## src/rtl/uart_tx_param.sv

```systemverilog
// Parameterised UART transmitter fed by a small transmit FIFO, with optional parity and 1 or 2 stop bits.
// The serial line is registered from the current FSM state, so the line trails the state by one clock.
module uart_tx_param #(
    parameter int DATA_W       = 8,
    parameter int CLKS_PER_BIT = 868,
    parameter int PARITY       = 0,
    parameter int STOP_BITS    = 1,
    parameter int FIFO_DEPTH   = 16
) (
    input  logic                          clk,
    input  logic                          reset_b,
    input  logic [DATA_W-1:0]             TX_Data_in,
    input  logic                          TX_Write_en,
    input  logic                          Overflow_clr,
    output logic                          TX_Data_out,
    output logic                          TX_Ready_To_Send,
    output logic                          TX_Busy,
    output logic [$clog2(FIFO_DEPTH):0]   FIFO_Level,
    output logic                          TX_Overflow
);
    localparam int AW = $clog2(FIFO_DEPTH);
    localparam int LW = AW + 1;
    localparam int BW = $clog2(CLKS_PER_BIT);

    localparam logic [BW-1:0] BAUD_LAST  = BW'(CLKS_PER_BIT - 1);
    localparam logic [LW-1:0] LEVEL_FULL = LW'(FIFO_DEPTH);
    localparam logic [3:0]    DATA_LAST  = 4'(DATA_W - 1);
    localparam logic [3:0]    STOP_LAST  = 4'(STOP_BITS - 1);
    localparam logic          ODD_PARITY = (PARITY == 1);

    localparam logic [2:0] S_IDLE   = 3'd0;
    localparam logic [2:0] S_START  = 3'd1;
    localparam logic [2:0] S_DATA   = 3'd2;
    localparam logic [2:0] S_PARITY = 3'd3;
    localparam logic [2:0] S_STOP   = 3'd4;

    logic [DATA_W-1:0] fifoMem_q [FIFO_DEPTH];
    logic [AW-1:0]     wrPtr_q, rdPtr_q;
    logic [LW-1:0]     level_q, level_d;
    logic              ovf_q, ovf_d;
    logic [2:0]        state_q, state_d;
    logic [BW-1:0]     baud_q, baud_d;
    logic [3:0]        bitCnt_q, bitCnt_d;
    logic [DATA_W-1:0] shift_q, shift_d;
    logic              parityBit_q, parityBit_d;
    logic              txLine_q, txLine_d;

    logic              full, empty, push, pop, bitDone;
    logic [DATA_W-1:0] headWord;

    assign full     = (level_q == LEVEL_FULL);
    assign empty    = (level_q == '0);
    assign push     = TX_Write_en && !full;
    assign bitDone  = (baud_q == BAUD_LAST);
    assign headWord = fifoMem_q[rdPtr_q];

    // Storage has no reset: a zero level already marks every entry as stale.
    always_ff @(posedge clk) begin
        if (push) begin
            fifoMem_q[wrPtr_q] <= TX_Data_in;
        end
    end

    always_comb begin
        state_d     = state_q;
        bitCnt_d    = bitCnt_q;
        shift_d     = shift_q;
        parityBit_d = parityBit_q;
        pop         = 1'b0;
        case (state_q)
            S_IDLE: begin
                if (!empty) begin
                    pop     = 1'b1;
                    state_d = S_START;
                end
            end
            S_START: begin
                if (bitDone) begin
                    bitCnt_d = '0;
                    state_d  = S_DATA;
                end
            end
            S_DATA: begin
                if (bitDone) begin
                    shift_d = shift_q >> 1;
                    if (bitCnt_q == DATA_LAST) begin
                        bitCnt_d = '0;
                        state_d  = (PARITY != 0) ? S_PARITY : S_STOP;
                    end else begin
                        bitCnt_d = bitCnt_q + 4'd1;
                    end
                end
            end
            S_PARITY: begin
                if (bitDone) begin
                    bitCnt_d = '0;
                    state_d  = S_STOP;
                end
            end
            S_STOP: begin
                if (bitDone) begin
                    if (bitCnt_q == STOP_LAST) begin
                        bitCnt_d = '0;
                        if (!empty) begin
                            pop     = 1'b1;
                            state_d = S_START;
                        end else begin
                            state_d = S_IDLE;
                        end
                    end else begin
                        bitCnt_d = bitCnt_q + 4'd1;
                    end
                end
            end
            default: state_d = S_IDLE;
        endcase

        // The baud counter reloads at every bit boundary so frames never drift.
        if (state_q == S_IDLE) begin
            baud_d = '0;
        end else begin
            baud_d = bitDone ? '0 : baud_q + BW'(1);
        end

        if (pop) begin
            shift_d     = headWord;
            parityBit_d = (^headWord) ^ ODD_PARITY;
        end
    end

    always_comb begin
        level_d = level_q;
        case ({push, pop})
            2'b10:   level_d = level_q + LW'(1);
            2'b01:   level_d = level_q - LW'(1);
            default: level_d = level_q;
        endcase

        // A dropped write wins over a simultaneous clear.
        if (TX_Write_en && full) begin
            ovf_d = 1'b1;
        end else if (Overflow_clr) begin
            ovf_d = 1'b0;
        end else begin
            ovf_d = ovf_q;
        end

        case (state_q)
            S_START:  txLine_d = 1'b0;
            S_DATA:   txLine_d = shift_q[0];
            S_PARITY: txLine_d = parityBit_q;
            default:  txLine_d = 1'b1;
        endcase
    end

    always_ff @(posedge clk or negedge reset_b) begin
        if (!reset_b) begin
            wrPtr_q     <= '0;
            rdPtr_q     <= '0;
            level_q     <= '0;
            ovf_q       <= 1'b0;
            state_q     <= S_IDLE;
            baud_q      <= '0;
            bitCnt_q    <= '0;
            shift_q     <= '0;
            parityBit_q <= 1'b0;
            txLine_q    <= 1'b1;
        end else begin
            if (push) begin
                wrPtr_q <= wrPtr_q + AW'(1);
            end
            if (pop) begin
                rdPtr_q <= rdPtr_q + AW'(1);
            end
            level_q     <= level_d;
            ovf_q       <= ovf_d;
            state_q     <= state_d;
            baud_q      <= baud_d;
            bitCnt_q    <= bitCnt_d;
            shift_q     <= shift_d;
            parityBit_q <= parityBit_d;
            txLine_q    <= txLine_d;
        end
    end

    assign TX_Data_out      = txLine_q;
    assign TX_Busy          = (state_q != S_IDLE);
    assign TX_Ready_To_Send = !full;
    assign FIFO_Level       = level_q;
    assign TX_Overflow      = ovf_q;
endmodule

```

## config.mk

```make
export PLATFORM = sky130hd
export DESIGN_NAME = uart_tx_param
export DESIGN_NICKNAME = d
export VERILOG_FILES = /design/src/rtl/uart_tx_param.sv
export SDC_FILE = /design/constraint.sdc
export NUM_CORES = 1
export LEC_CHECK = 0
export BUFFER_PORTS_ARGS = -buffer_cell sky130_fd_sc_hd__buf_2
export CAP_MARGIN = 20
export CORE_ASPECT_RATIO = 0.5
export CORE_MARGIN = 2
export CORE_UTILIZATION = 55
export CTS_BUF_LIST = sky130_fd_sc_hd__clkbuf_8
export CTS_CLUSTER_SIZE = 25
export DETAILED_ROUTE_END_ITERATION = 6
export GPL_ROUTABILITY_DRIVEN = 1
export HOLD_SLACK_MARGIN = 0.03
export PLACE_DENSITY = 0.74
export RECOVER_POWER = 100
export SKIP_CTS_REPAIR_TIMING = 1
export SLEW_MARGIN = 20
export SYNTH_ARGS = -nofsm -noshare
export SYNTH_HDL_FRONTEND = slang
export SYNTH_SLANG_ARGS = --single-unit
```

## constraint.sdc

```tcl
create_clock -name clk -period 4.4 [get_ports clk]
set_input_delay 0.44 -clock clk [delete_from_list [all_inputs] [get_ports clk]]
set_output_delay 0.44 -clock clk [all_outputs]
set_load 0.01 [all_outputs]
```

Word level (Yosys, flattened, before mapping). Memories as Yosys holds them, arrays and structs flattened. Cells that the tools add are included.

$add $sub $neg: 6. Equality and inequality tests: 17. Multiplexer cells: 30. Reduce and logical (&&, ||, !) cells: 17.

Operators by type and width (count): $mux W8 (3); $mux W3 (7); $mux W10 (2); $mux W4 (5); $pmux W3 S5 (1); $ne A2 B2 Y1 const B (7); $add A4 B1 Y4 const B (3); $pmux W4 S3 (1); $add A10 B1 Y10 const B (1); $eq A10 B10 Y1 const B (1); $pmux W5 S2 (1); $mux W1 (8); $reduce_bool A2 Y1 (4); $reduce_xor A8 Y1 (1); $reduce_and A7 Y1 (1); $eq A3 B2 Y1 const B (2); $reduce_bool A3 Y1 (2); $add A5 B1 Y5 const B (1); $eq A5 B5 Y1 const B (1); $logic_not A5 Y1 (1); $sub A5 B1 Y5 const B (1); $eq A4 B3 Y1 const B (1); $logic_not A4 Y1 (1); $reduce_and A4 Y1 (1); other kinds (12) (13).

Flip-flop bits (word level): 41. Bits in writable memories: 128. Bits of input ports: 12. Output and inout bits: 9. Logic and storage cells: 81. Memories kept: 1.

Memories: fifoMem_q (depth 16, bits a word 8, read ports 1, clocked after memory_dff 0, wr ports 1, RTL line 37) `logic [DATA_W-1:0] fifoMem_q [FIFO_DEPTH];`.

Longest topological paths before layout. Gate-level depths: netlist of run 1.

Word-level depth: 7. Gate-level depth with buffers: 17. Mapped depth without buffers: 16.

Worst setup path before layout of run 1. Ideal clock, no wire load.

Path type: register to register. Start point: reg baud_q[0]. End point: reg level_q[4], in the netlist FIFO_Level[4]. Setup time: 132 ps. Arrival: 3217 ps. Data required time: 4268 ps. Setup slack: 1051 ps. Stages on the path, launching flop included: 18. Buffers on the path: 1. Clock period less this slack: 3349 ps. Cell sequence: dfrtp_1 ha_1 inv_1 or3_1 or4_4 o21ai_4 o211ai_4 clkinv_4 ha_1 clkbuf_1 xor2_1 ha_1 inv_1 o21ai_0 a21oi_1 a221oi_1 nor2_1 xor2_1.

Longest elaborated chain between the ends: 5. Elaborated cells on any way between the ends: 7. Those cells by class: eq/ne: 3; mux: 3; reduce/logical: 1.

RTL lines: start: declaration (RTL line 42) `logic [BW-1:0] baud_q, baud_d;`; start signal: assignment (RTL line 178) `baud_q <= baud_d;`; $eq A10 B10 Y1 * (RTL line 54) `assign bitDone = (baud_q == BAUD_LAST);`; $mux W1 * (RTL line 101) `if (bitDone) begin`; $pmux W1 S2 * (RTL line 70) `case (state_q)`; $eq A2 B1 Y1 / $eq A2 B2 Y1 (equally long branches) (RTL line 133) `case ({push, pop})`; $pmux W5 S2 / $reduce_bool A2 Y1 (equally long branches); end signal: assignment (RTL line 175) `level_q <= level_d;`; end: declaration (RTL line 39) `logic [LW-1:0] level_q, level_d;`.

Mark *: on every way between the ends. The rest lies on a longest branch, timed or not. A chain may end at the register's enable or synchronous reset.

Worst setup path in the final report of run 1. Ends and elaborated chain as after synthesis.

==> run summary, run 1 <==
The met3 track utilization from global routing came out at roughly 5.3%. The routability congestion estimate is 0.806. The share of cell area taken by muxes after synthesis is between 10% and 20%. The final layout contains about 500 nets. The mapped cell area is approximately 0.007 sq mm. The critical path in this run is classified as reg2reg. The final reports fail on design-rule violations, max-capacitance violations, max-slew violations. The total number of clock tree sinks came out at roughly 170. The placeable core area came out at roughly 0.013 sq mm.

The achievable clock frequency came out at roughly 270 MHz. After routing the design area is roughly 0.0077 sq mm. The path category of the worst min-delay check is in2reg. On the worst path, the slowest cell contributes a delay of 530 ps. The synthesized netlist devotes 7.83% of its cell area to simple gates. Synthesis produced 443 cells.

The data required time of the critical path is 4730 ps. The worst hold slack is roughly 170 ps. The flow ran to the end, but the final reports show violations.

The number of DRC violations after detailed-routing iteration 0 came out at about 430. Power spread over the standard cell area amounts to between 600 and 700 mW/mm^2. The signal on the critical path passes through ha_1 -> inv_1 -> or3_1 -> or4_1 -> o21ai_4 -> o211ai_4 -> clkinv_4 -> ha_1 -> xor2_1 -> ha_1 -> inv_1 -> o21ai_0 -> a21oi_1 -> a221oi_1 -> nor2_1 -> xor2_1. The number of violations of the max-capacitance limit is 2.

The sort of element at the start of the critical path is a flip-flop. The first-pass detailed-route iteration total is 7. Detailed placement finished with a half-perimeter wire length of 8140 um.

The final antenna-violating net count is 0. The most common cell after layout, fill and taps aside is sky130_fd_sc_hd__edfxtp_1. The pin count of the biggest net entering global routing is 42. The count of buffers from port buffering came out at 20.

The tree is rooted in a sky130_fd_sc_hd__clkbuf_8. The share of the Yosys chip area taken by registers is approximately 70%. After layout, the worst path uses between 80% and 90% of the clock period.

The global-route usage over all layers is 19.8%. The number of antenna violations at the first check in global routing is 0. After synthesis, the largest family of logic cells by area is multiplexers.

The via-per-instance ratio is 5.76. The latest clock arrival within the worst-skew pair is roughly 450 ps. For this run, design rule violations remaining after detail routing come to 2.

Excluding fillers, the count of instances in the completed layout stands at 649. Subtracting the final worst setup slack from the clock period gives roughly 3600 ps. The maximum number of buffers from clock root to sink came out at 2.

For this configuration, the core starts out at a cell density of 56.4%. Synthesis instantiated 50 different standard cells from the library. VDD sags by at most ~0.00032 V. The H-tree depth came out at 4. met1 is the most crowded layer. In this run the count of I/O pins placed on the die edge is 21. The number of CTS-inserted buffers is 17. The slowest stage of the critical path belongs to the cell sky130_fd_sc_hd__or4_1. The final setup TNS came out at 0 ps. Grouping stages by cell kind, the critical path spends the most delay in simple AND/OR/NAND/NOR gates. The residual overflow from global routing came out at 0. The synthesized netlist net count is 466. The final-report max-slew violation count is 51. STA classifies the critical path endpoint as a flip-flop. The worst path arrival time is a little under 4000 ps. The final clock skew is roughly 11 ps. In this run the cell area measured after placement is roughly 0.0074 sq mm. The repair_antennas step left the layout with diodes totalling 0. The clock-pin slew on the worst setup and hold paths came out at around 100 ps.

The routing usage on met2 is ~28%. The least setup slack across all paths after layout came out at approximately 760 ps. Prior to clock tree synthesis, the placed netlist has a worst setup slack of 815 ps. Counting tap cells, the placed design contains a total of ~600 instances. The via count of the routed design is 3741. The share of the synthesized area in compound gates (AO/OA/AOI/OAI) is between 5 and 6%. The headroom to the max-slew limit is -41.2%. The leakage power of the design came out at between 0.002 and 0.003 uW. The die area came out at 0.0140 sq mm.

After detailed routing, the average wire length per cell comes to between 15 and 20 um. Setup repair after global routing left no endpoint under its margin. In the global route stage, met1 resource usage came out at 30.9%. The number of buffers and inverters on the critical path is 3.

The xor-xnor portion of the synthesized cell area is under 10%. The mean cell area of the mapped netlist is between 15 and 20 sq um. The fraction of final layout cells sized beyond drive strength 1 came out at about 15%.

Of the total synthesized cell area, the portion taken by full adders, half adders and majority gates is under 10%. The most numerous cell type found on the critical path is sky130_fd_sc_hd__ha_1. The horizontal die dimension came out at about 170 um. The number of core rows came out at 29. The final wirelength came out at 12600 um.

The via count of the first global-routing pass came out at approximately 3600. The relative area change from synthesis to final layout is 8.32%. The predominant post-synthesis flop cell is sky130_fd_sc_hd__edfxtp_1. The total count of hold-check failures in the final report came out at 0.

At the pin with the least slew margin, the transition time is between 2000 and 2500 ps. The maximum fanout encountered on the critical timing path came out at 11. The clock tree from TritonCTS is done.

Yosys printed 0 warnings. After synthesis, the share of flip-flops with an asynchronous set or reset is between 20% and 30%. The number of flops mapped to enable cells by yosys came out at roughly 130. The library cells used most frequently in the layout, excluding fill and tap cells, are sky130_fd_sc_hd__edfxtp_1 (128), sky130_fd_sc_hd__dfrtp_1 (39), sky130_fd_sc_hd__nor2_1 (34). The count of endpoints failing setup in the final report is 0. Measured along the y axis, the die boundary spans about 85 um.

Counting flops and latches in the post-synthesis netlist gives roughly 170. The first global-routing pass estimated between 20000 and 25000 um of wire.
[area by class of cell]
class / count / area [sq um]
fillers: 915 / 4920
flip-flops and latches: 169 / 4870
multi-input cells: 242 / 2090
clock buffers: 17 / 234
well taps: 170 / 213
clock inverters: 15 / 179
repair buffers: 25 / 104
inverters: 11 / 46.3
[registers in the layout, indices dropped and copies added, names as in the netlist]
name / cells
state_q: 3
wrPtr_q: 4
rdPtr_q: 4
TX_Data_out: 1
parityBit_q: 1
TX_Overflow: 1
baud_q: 10
FIFO_Level: 5
shift_q: 8
bitCnt_q: 4
fifoMem_q: 128
[power breakdown]
group | total [uW] | internal, uW | switching [uW] | leakage (uW)
Sequential | 2270 | 1970 | 298 | 0.00167
Clock | 1110 | 483 | 625 | 0.000210
Combinational | 1340 | 679 | 663 | 0.000802
[logic make-up after synthesis]
logic type	after synthesis
buf+inv	32
mux	36
xor+xnor	27
fa+ha+maj	11
simple gates	114
compound gates	54
flops	169
[worst paths after layout]
kind | from | end | slack, ps | cells past startpoint
min reg2reg | baud_q[0] | baud_q[0] | 490 | 1
max | baud_q[0] | FIFO_Level[4] | 760 | 16
max in group asynchronous | reset_b | rdPtr_q[1] | 2440 | 1
min in group asynchronous | reset_b | baud_q[4] | 600 | 1
max reg2reg | baud_q[0] | FIFO_Level[4] | 760 | 16
min | Overflow_clr | TX_Overflow | 170 | 2
[per-stage QoR]
stage	total power, uW	util (%)
floorplan	3330	-
global route	4990	61.1
global placement	3650	58.3
detailed placement	3670	58.3
CTS	4770	61.6
finish	4720	61.1
[routing by layer]
| metal | vias to the layer above | part of all wire, % |
|---|---|---|
| met1 | 1865 | 47 |
| li1 | 1739 | - |
| met5 | - | 0 |
| met2 | 127 | 44 |
| met3 | 10 | 7.9 |
| met4 | 0 | 0.81 |
[cell usage after synthesis, types with 2 or more instances]
library cell,count,share of area (%)
sky130_fd_sc_hd__nor2_1,33,1.7
sky130_fd_sc_hd__dfrtp_1,40,14
sky130_fd_sc_hd__nand4_1,3,0.26
sky130_fd_sc_hd__nor4b_1,2,0.25
sky130_fd_sc_hd__and2_1,2,0.18
sky130_fd_sc_hd__buf_6,2,0.32
sky130_fd_sc_hd__a22oi_1,15,1.6
sky130_fd_sc_hd__mux4_2,27,8.5
sky130_fd_sc_hd__edfxtp_1,128,54
sky130_fd_sc_hd__mux4_1,5,1.8
sky130_fd_sc_hd__nand3_1,8,0.56
sky130_fd_sc_hd__nor2b_1,5,0.44
sky130_fd_sc_hd__nand2_1,33,1.7
sky130_fd_sc_hd__inv_1,10,0.53
sky130_fd_sc_hd__ha_1,11,1.9
sky130_fd_sc_hd__nand3b_1,2,0.21
sky130_fd_sc_hd__nor3_1,6,0.42
sky130_fd_sc_hd__clkbuf_1,10,0.53
sky130_fd_sc_hd__nand2b_1,6,0.53
sky130_fd_sc_hd__mux2i_1,2,0.28
sky130_fd_sc_hd__a221o_1,5,0.70
sky130_fd_sc_hd__mux2_2,2,0.32
sky130_fd_sc_hd__buf_2,4,0.28
sky130_fd_sc_hd__o21ai_0,14,0.98
sky130_fd_sc_hd__o31ai_1,2,0.21
sky130_fd_sc_hd__a21o_1,2,0.21
sky130_fd_sc_hd__and3_1,2,0.18
sky130_fd_sc_hd__xor2_1,8,0.98
sky130_fd_sc_hd__xnor2_1,19,2.3
sky130_fd_sc_hd__a21oi_1,8,0.56
sky130_fd_sc_hd__nor4_1,3,0.26
sky130_fd_sc_hd__nor2_2,2,0.18
sky130_fd_sc_hd__a22o_1,3,0.37
sky130_fd_sc_hd__buf_1,3,0.16
Note: power is estimated with default switching activity, not from simulation.
==> inputs of run 2 (changes only) <==
- clock period: 4.4 -> 3.6 ns (I/O delays scaled with it)
==> run summary, run 2 (same netlist as run 1, synthesis figures left out) <==
The flow ran to the end, but the final reports show violations. The final reports fail on max-capacitance violations, max-slew violations. The worst hold slack is 92.2 ps (-81.8 ps). The count of buffers from port buffering is 20 (unchanged). The wire length of the first global-routing pass came to 20800 um (+3.6%). The maximum number of buffers from clock root to sink is 2 (unchanged). The number of antenna violations at the first check in global routing came out at 0 (unchanged). The fraction of the cycle the final worst path needs came out at 92.5% (+9.7 points). The setup path with the least slack is of type reg2reg. The largest registers in the layout are fifoMem_q (128), baud_q (10), shift_q (8). The actual transition at the worst max-transition pin is 2190 ps (+73.1 ps). The half-perimeter wire length after placement came out at 8450 um (+3.9%). The routed length on met2 came out at 5800 um (+3.9%). TritonCTS built the clock tree. The final wirelength is 13000 um (+3.1%). The residual overflow from global routing came out at 0 (unchanged).

The placeable core area is 0.0127 sq mm (unchanged). The average wire per standard cell is 19.7 um (+1.9%). The library cell used most frequently in the layout, excluding fill and tap cells, is sky130_fd_sc_hd__edfxtp_1.

STA classifies the critical path endpoint as a flip-flop. The via-per-instance ratio is 5.78 (+0.29%). The global-route usage over all layers is 20.5% (+0.71 points). The latest clock arrival within the worst-skew pair came out at 460 ps (about the same). The detailed-routed wire length on met3 came out at 895 um (-9.7%). The H-tree depth was 4 (unchanged).

The total number of clock tree sinks came out at 169 (unchanged). The total count of hold-check failures in the final report is 0 (unchanged). The fraction of final layout cells sized beyond drive strength 1 came out at 16.4% (+1.4 points).

The number of violations of the max-capacitance limit was 1 (-1). The minimum clock period after layout came out at 3330 ps (-313 ps). The die area is 0.0140 sq mm (unchanged). The number of core rows came out at 29 (unchanged).

The number of DRC violations after detailed-routing iteration 0 came to 394 (-8.2%). The buffers plus inverters on the worst setup path came out at 3 (unchanged). The horizontal die dimension is 165 um (unchanged). The leakage power of the design came out at 0.00271 uW (+0.84%). The routability congestion estimate came out at 0.781 (-3.2%). The count of endpoints failing setup in the final report came out at 0 (unchanged). The root buffer cell is sky130_fd_sc_hd__clkbuf_8. Leaving out fill and tap cells, the most frequent cells in the layout are sky130_fd_sc_hd__edfxtp_1 (128), sky130_fd_sc_hd__dfrtp_1 (39), sky130_fd_sc_hd__nor2_1 (34).

The relative area change from synthesis to final layout is 8.96%. The final clock skew is 13.8 ps (+3.00 ps). The sort of element at the start of the critical path is a flip-flop. In this run the top signal layer used is met4. The starting utilization of the core area is 56.4% (unchanged). The data required time of the critical path is 3950 ps (-780 ps).

The kind of cell with the highest combined delay along the critical path is simple AND/OR/NAND/NOR gates. The vertical extent of the die came out at 84.6 um (unchanged). Setup repair after global routing left no endpoint under its margin. The maximum fanout encountered on the critical timing path came out at 6 (-5).

The headroom to the max-slew limit was -46.1% (-4.9 points). The final setup TNS came to 0 ps (unchanged). The register with the most flip-flops in the final layout is fifoMem_q. The flip-flop count of the largest register after layout is 128 (unchanged). The via count of the first global-routing pass is 3721 (+2.8%). The antenna cell count is 0 (unchanged). The achievable clock frequency came out at 300 MHz (+9.4%).

The peak supply drop came out at 0.000335 V (+6.0%). The final antenna-violating net count came out at 0 (unchanged). The filler cell count in the final layout is 923 (+0.87%).

The number of CTS-inserted buffers was 17 (unchanged). The pin count of the biggest net entering global routing came out at 42 (unchanged). The clock-pin slew on the worst setup and hold paths is 100 ps (about the same).

The largest individual stage delay along the critical path comes from the cell sky130_fd_sc_hd__or4_4. The stage delay of the slowest cell on the critical path came out at 480 ps (-50 ps). Walking the worst path, the cells encountered are ha_2 -> inv_1 -> or3_1 -> or4_4 -> o21ai_4 -> o211ai_4 -> clkinv_4 -> ha_1 -> xor2_1 -> ha_1 -> inv_1 -> o21ai_0 -> a21oi_1 -> a221oi_2 -> nor2_1 -> xor2_1. The first-pass detailed-route iteration total is 5 (-2). The worst path arrival time was 3680 ps (-300 ps).

The post-detailed-route DRC marker count is 0 (-2). The via count of the routed design is 3798 (+1.5%). The final-report max-slew violation count came out at 42 (-18%). The net count of the finished layout came out at 497 (+1.6%).

The routed length on met1 came out at 6160 um (+4.7%). The top-level I/O count came out at 21 (unchanged). The power density normalized to cell area is 741 mW/mm^2 (+22%). The path category of the worst min-delay check is in2reg.
run 2: changes by cell type in the layout (fill, tap and decap cells not counted), moves of 2 or more:
cell	change
sky130_fd_sc_hd__inv_8	-2
sky130_fd_sc_hd__buf_4	+2
sky130_fd_sc_hd__clkbuf_1	+4
sky130_fd_sc_hd__clkinv_8	+2
sky130_fd_sc_hd__inv_6	+3
run 2: area by class of cell:
class	instances	area, sq um	area share, %
clock buffer	17	234	3.00
timing repair buffer	33	146	1.88
inverter	11	46.3	0.594
multi-input combinational	242	2110	27.0
sequential	169	4870	62.6
tap	170	213	2.73
clock inverter	15	170	2.19
run 2: final timing paths:
path	startpoint	depth (start not counted)	to	slack, ps
max	baud_q[0]	16	FIFO_Level[4]	270
min	Overflow_clr	2	TX_Overflow	90
max reg2reg	baud_q[0]	16	FIFO_Level[4]	270
min reg2reg	shift_q[7]	1	shift_q[6]	510
max in group asynchronous	reset_b	1	rdPtr_q[0]	1650
min in group asynchronous	reset_b	1	baud_q[4]	530
run 2: where the power goes:
part	internal, uW	switching (uW)
logic	839	959
registers	2410	232
clock network	529	798
total	3780	1990
run 2: per-stage QoR:
stage               util [%]  std cells  setup WS [ps]  total power, uW  cell area, sq um
CTS                     61.7        652            122             5820              7820
global placement        58.6        620            284             4480              7410
finish                  61.5        657            269             5770              7790
floorplan                  -        443            251             4070              7150
detailed placement      58.6        620            138             4510              7410
global route            61.5        657           31.8             6090              7790
run 2: worst register-to-register path: stages (launching register included):
cell,delay (ps)
sky130_fd_sc_hd__dfrtp_1,410
sky130_fd_sc_hd__ha_2,220
sky130_fd_sc_hd__inv_1,60
sky130_fd_sc_hd__or3_1,370
sky130_fd_sc_hd__or4_4,480
sky130_fd_sc_hd__o21ai_4,200
sky130_fd_sc_hd__o211ai_4,140
sky130_fd_sc_hd__clkinv_4,100
sky130_fd_sc_hd__ha_1,170
sky130_fd_sc_hd__xor2_1,170
sky130_fd_sc_hd__ha_1,200
sky130_fd_sc_hd__inv_1,70
sky130_fd_sc_hd__o21ai_0,150
sky130_fd_sc_hd__a21oi_1,100
sky130_fd_sc_hd__a221oi_2,180
sky130_fd_sc_hd__nor2_1,70
sky130_fd_sc_hd__xor2_1,140
run 2: routing by layer:
| metal | track usage, % | up-vias |
|---|---|---|
| met5 | 0 | - |
| met3 | 6.27 | 10 |
| li1 | - | 1753 |
| met1 | 30.8 | 1900 |
| met2 | 29.9 | 135 |
| met4 | 4.19 | 0 |
